==> src/rtl/traffic_light_pkg.sv <==
// traffic_light_pkg: shared state/direction types for the intersection controller
package traffic_light_pkg;

    typedef enum logic {GREEN, CLEAR} tl_state_e;
    typedef enum logic [1:0] {DIR_A, DIR_B, DIR_C, DIR_D} tl_dir_e;

    localparam int NUM_DIRS = 4;

    function automatic logic [NUM_DIRS-1:0] dir_onehot(tl_dir_e d);
        return NUM_DIRS'(1) << d;
    endfunction

endpackage

==> src/rtl/traffic_light_rr_arbiter4.sv <==
// rr_arbiter4: combinational rotating-priority picker, search starts at base and wraps
module rr_arbiter4
    import traffic_light_pkg::*;
(
    input  logic [NUM_DIRS-1:0] req,
    input  tl_dir_e             base,
    output tl_dir_e             grant,
    output logic                valid
);

    logic [1:0] idx;

    assign valid = |req;

    // Walk from the farthest offset down so the nearest requester wins last.
    always_comb begin
        grant = base;
        idx   = 2'd0;
        for (int i = NUM_DIRS - 1; i >= 0; i--) begin
            idx = base + 2'(i);
            if (req[idx]) grant = tl_dir_e'(idx);
        end
    end

endmodule

==> src/rtl/traffic_light.sv <==
// traffic_light: four-way green controller with latched requests, round-robin grants
// and an all-red clearance interval between greens.
module traffic_light
    import traffic_light_pkg::*;
#(
    parameter int MIN_GREEN_CYCLES = 4,
    parameter int CLEAR_CYCLES     = 2,
    parameter int CNT_W            = 8
) (
    input  logic       clk,
    input  logic       rst,
    input  logic       switch_to_a,
    input  logic       switch_to_b,
    input  logic       switch_to_c,
    input  logic       switch_to_d,
    output logic [3:0] light_en
);

    localparam logic [CNT_W-1:0] GREEN_LAST = CNT_W'(MIN_GREEN_CYCLES - 1);
    localparam logic [CNT_W-1:0] CLEAR_LAST = CNT_W'(CLEAR_CYCLES - 1);

    tl_state_e            state;
    tl_dir_e              cur, target, grant, base;
    logic [CNT_W-1:0]     cnt;
    logic [NUM_DIRS-1:0]  pending, sw, req, cur_oh, tgt_oh;
    logic                 valid;

    assign sw       = {switch_to_d, switch_to_c, switch_to_b, switch_to_a};
    assign cur_oh   = dir_onehot(cur);
    assign tgt_oh   = dir_onehot(target);
    assign req      = (pending | sw) & ~cur_oh;
    assign base     = tl_dir_e'(cur + 2'd1);
    assign light_en = (state == GREEN) ? cur_oh : '0;

    rr_arbiter4 u_arb (
        .req   (req),
        .base  (base),
        .grant (grant),
        .valid (valid)
    );

    always_ff @(posedge clk or posedge rst) begin
        if (rst) begin
            state   <= GREEN;
            cur     <= DIR_A;
            target  <= DIR_A;
            cnt     <= '0;
            pending <= '0;
        end else if (state == GREEN) begin
            pending <= pending | (sw & ~cur_oh);
            if (cnt == GREEN_LAST && valid) begin
                state  <= CLEAR;
                target <= grant;
                cnt    <= '0;
            end else if (cnt != GREEN_LAST) begin
                cnt <= cnt + CNT_W'(1);
            end
        end else begin
            // The old green may be re-requested here; only the chosen target is dropped.
            pending <= (pending | sw) & ~tgt_oh;
            if (cnt == CLEAR_LAST) begin
                state <= GREEN;
                cur   <= target;
                cnt   <= '0;
            end else begin
                cnt <= cnt + CNT_W'(1);
            end
        end
    end

endmodule

==> config.mk <==
export PLATFORM = sky130hd
export DESIGN_NAME = traffic_light
export DESIGN_NICKNAME = d
export VERILOG_FILES = /design/src/rtl/traffic_light_pkg.sv /design/src/rtl/traffic_light_rr_arbiter4.sv /design/src/rtl/traffic_light.sv
export SDC_FILE = /design/constraint.sdc
export NUM_CORES = 1
export LEC_CHECK = 0
export ABC_AREA = 0
export CAP_MARGIN = 20
export CORE_UTILIZATION = 40
export CTS_BUF_LIST = sky130_fd_sc_hd__clkbuf_2
export DETAILED_ROUTE_END_ITERATION = 12
export HOLD_SLACK_MARGIN = 0.03
export SYNTH_ARGS = -nofsm -noshare
export SYNTH_HDL_FRONTEND = slang
export SYNTH_SLANG_ARGS = --single-unit
==> constraint.sdc <==
create_clock -name clk -period 2.4 [get_ports clk]
set_clock_uncertainty 0.15 [all_clocks]
set_input_delay 0.6 -clock clk [delete_from_list [all_inputs] [get_ports clk]]
set_output_delay 0.6 -clock clk [all_outputs]
set_load 0.005 [all_outputs]
==> reports/qor.csv <==
stage,metric,value,unit
outcome,status,completed,
worst_setup_path,r2r setup slk,0.33,ns
route,final antenna-violating net count,0,
floorplan,core area,2450,sq um
worst_setup_path,most frequent CP cell,buf_4,
synth,Netlist cell types,31,
power_and_ir_drop,Lkg Pwr,0.573,nW
clock_network,clock buffer depth,2,
synth,Yosys warning count,0,
floorplan,Initial Util,42.2,%
power_and_ir_drop,Final Power,1.54,mW
global_route,largest net degree at the start of global routing,18,
synth,synth cell count leaders,"17 x dfrtp_1, 7 x a21oi_1, 7 x ha_1, 7 x nor2_1, 7 x nor2b_1",
placement,Final HPWL DP,1580,um
worst_setup_path,Crit path arrival time,1.51,ns
synth,largest area contributor in the netlist,dfrtp_1,
synth,Cells after Synth,105,
worst_setup_path,Worst EP required,1.65,ns
timing,final worst-path cycle share,94.0,%
floorplan,DIE AREA,2800,sq um
timing,final setup fails,0,
synth,number of synthesized flops with an enable pin,0,
route,Vias/cell,5.25,
route,starting DRC count in detailed routing,5,
worst_setup_path,CP Launch Type,flip-flop,
flow_run,max-cap violation count,0,
synth,Synth Flop Type,dfrtp_1,
synth,Yosys top cell area share,41.1,%
timing,Worst-Margin Slew,0.644,ns
worst_setup_path,cells on worst reg2reg path,7,
hold_path,WHS Endpoint,cnt[7]$_DFFE_PP0P_,
worst_setup_path,slowest CP cell,dfrtp_1,
cells_and_area,Util after Layout,51.6,%
timing,Hold Fails Final Rpt,0,
clock_network,clk sinks,17,
hold_path,Hold WC Path Type,flip-flop to flip-flop,
worst_setup_path,CP bufs+invs,3,
timing,RSZ-0062 raised after global routing,false,
global_route,GRT Total Usage,17.7,%
cells_and_area,post-layout net count,142,
clock_network,TritonCTS clock tree,yes,
route,DR WL/cell,13.6,um
synth,mean post-synth cell area,9.87,sq um
power_and_ir_drop,Pwr Density,1210,nW/um^2
floorplan,Die Width,52.9,um
synth,synthesized area,1040,sq um
route,1st-pass router iterations,4,
route,Vias,830,
placement,PortBufs,9,
worst_setup_path,worst setup path category,flip-flop to output port,
route,final wirelength,2150,um
route,DRC errors left,0,
worst_setup_path,Worst R2R Start,cur[0]$_DFFE_PP0P_,
hold_path,Hold Startpoint,cnt[7]$_DFFE_PP0P_,
synth,Synth Net Count,118,
worst_setup_path,CP Capture Type,output port,
clock_network,H-tree Lvls,1,
worst_setup_path,slowest cell delay on critical path,0.44,ns
timing,Total Neg Setup Slack,0,ns
cells_and_area,P&R area growth vs syn,22.2,%
timing,Final Critical Period,2.26,ns
clock_network,CTS Buf Count,3,
floorplan,FP Rows,18,
timing,Min Hold Slack,0.344,ns
global_route,first-pass GRT wire length,3440,um
timing,FMAX,443,MHz
cells_and_area,share of post-route cells with drive strength above 1,26.6,%
timing,Max Slew Vio Count,0,
clock_network,hold buffers post-CTS,0,
clock_network,Root Driver,clkbuf_2,
placement,Place WS,0.0127,ns
synth,cell with the most instances after synthesis,dfrtp_1,
worst_setup_path,RR Endpoint,state$_DFF_PP0_,
synth,"Async S/R FF share, synth",100,%
floorplan,num ports,10,
worst_setup_path,CP top delay family,flip-flops,
synth,sequential area share after synthesis,41.1,%
clock_network,"Clk Latency, worst-skew pair",0.31,ns
global_route,initial antenna violation count,0,
global_route,vias in the first global route,773,
synth,#FFs+latches synth,17,
timing,Worst Slack Setup Final,0.144,ns
clock_network,Clock transition at path regs,0.19,ns
floorplan,Die Span Y,52.9,um
global_route,grt total ovfl,0,
power_and_ir_drop,VDD IR max,765,uV
worst_setup_path,CP cell instances,buf_4 > buf_4 > ha_1 > nor2b_2 > clkbuf_2,
cells_and_area,antenna cells,0,
placement,routability cong.,0.791,
synth,"top cells by area, synth","dfrtp_1 41%, ha_1 8.5%, nor2b_1 4.2%",
hold_path,Hold Path Cell Cnt,1,
worst_setup_path,"critical path fanouts, max",3,
timing,Slew HR,57.0,%
==> layout make-up <==
cell class,instances,area (sq um)
fillers,236,1190
multi-input cells,81,593
flip-flops and latches,17,425
repair buffers,20,168
well taps,30,37.5
inverters,6,22.5
clock buffers,3,15.0
clock inverters,1,5.00
==> flip-flops by register name, summed over array words and instances (netlist names) <==
name,flops
target,2
cur,2
state,1
cnt,8
pending,4
==> cell families (layout without fill, tap and decap cells) <==
group | count (synthesis) | count (layout) | synth area share (%)
simple gates | 39 | 39 | 23.1
compound gates | 27 | 27 | 17.4
flops | 17 | 17 | 41.1
fa+ha+maj | 7 | 7 | 8.45
buf+inv | 7 | 30 | 2.90
xor+xnor | 5 | 5 | 4.23
mux | 3 | 3 | 2.90
==> power by group <==
group | internal (mW) | switching, mW | total [mW] | leakage [nW]
logic | 0.441 | 0.385 | 0.826 | 0.360
registers | 0.415 | 0.160 | 0.575 | 0.197
clock network | 0.0377 | 0.0966 | 0.134 | 0.0164
total | 0.893 | 0.642 | 1.54 | 0.573
==> routing by layer <==
metal  share of wire (%)  global-route usage, %  wire, um
met5                   0                      0         0
met4                   0                   3.95         0
met3                 3.5                   5.17        76
met2                  50                   29.5      1070
met1                  47                   22.3      1000
==> per-stage QoR <==
step / cells / cell area [sq um]
finish: 158 / 1270
global route: 158 / 1270
CTS: 157 / 1260
detailed placement: 147 / 1190
global placement: 147 / 1190
floorplan: 105 / 1040
==> how the worst max path moves through the flow <==
stage,from,endpoint,cells after the start
after floorplan,cur[0]$_DFFE_PP0P_,state$_DFF_PP0_,6
after global placement,switch_to_b,state$_DFF_PP0_,5
after detailed placement,switch_to_b,state$_DFF_PP0_,5
after CTS,cur[0]$_DFFE_PP0P_,light_en[2],4
after global routing,cur[0]$_DFFE_PP0P_,light_en[3],5
final,cur[0]$_DFFE_PP0P_,light_en[1],5
==> cells in the final DEF, fill, tap and decap left out, types with 2 or more instances in the layout <==
cell type        count
ha_2                 2
clkbuf_2             5
inv_1                5
mux2i_1              3
o21ba_2              4
o21bai_1             2
nand2_1              6
a21oi_1              7
xnor2_1              4
clkdlybuf4s50_1      5
buf_4               11
nor2_1               7
o21ai_0              4
nand2b_1             3
and2_1               2
nand4_1              2
ha_1                 5
nor2b_2              3
or3_1                2
or4_4                2
nor2b_1              4
nand3_1              3
dlymetal6s2s_1       2
a31oi_1              5
dfrtp_1             17
==> timing repair <==
| item | 4_1_cts | 5_1_grt |
|---|---|---|
| setup buffers | 6 | 1 |
| setup endpoints to repair | 4 | 4 |
| resized for setup | 9 | 5 |
(Power assumes the default switching activity.)
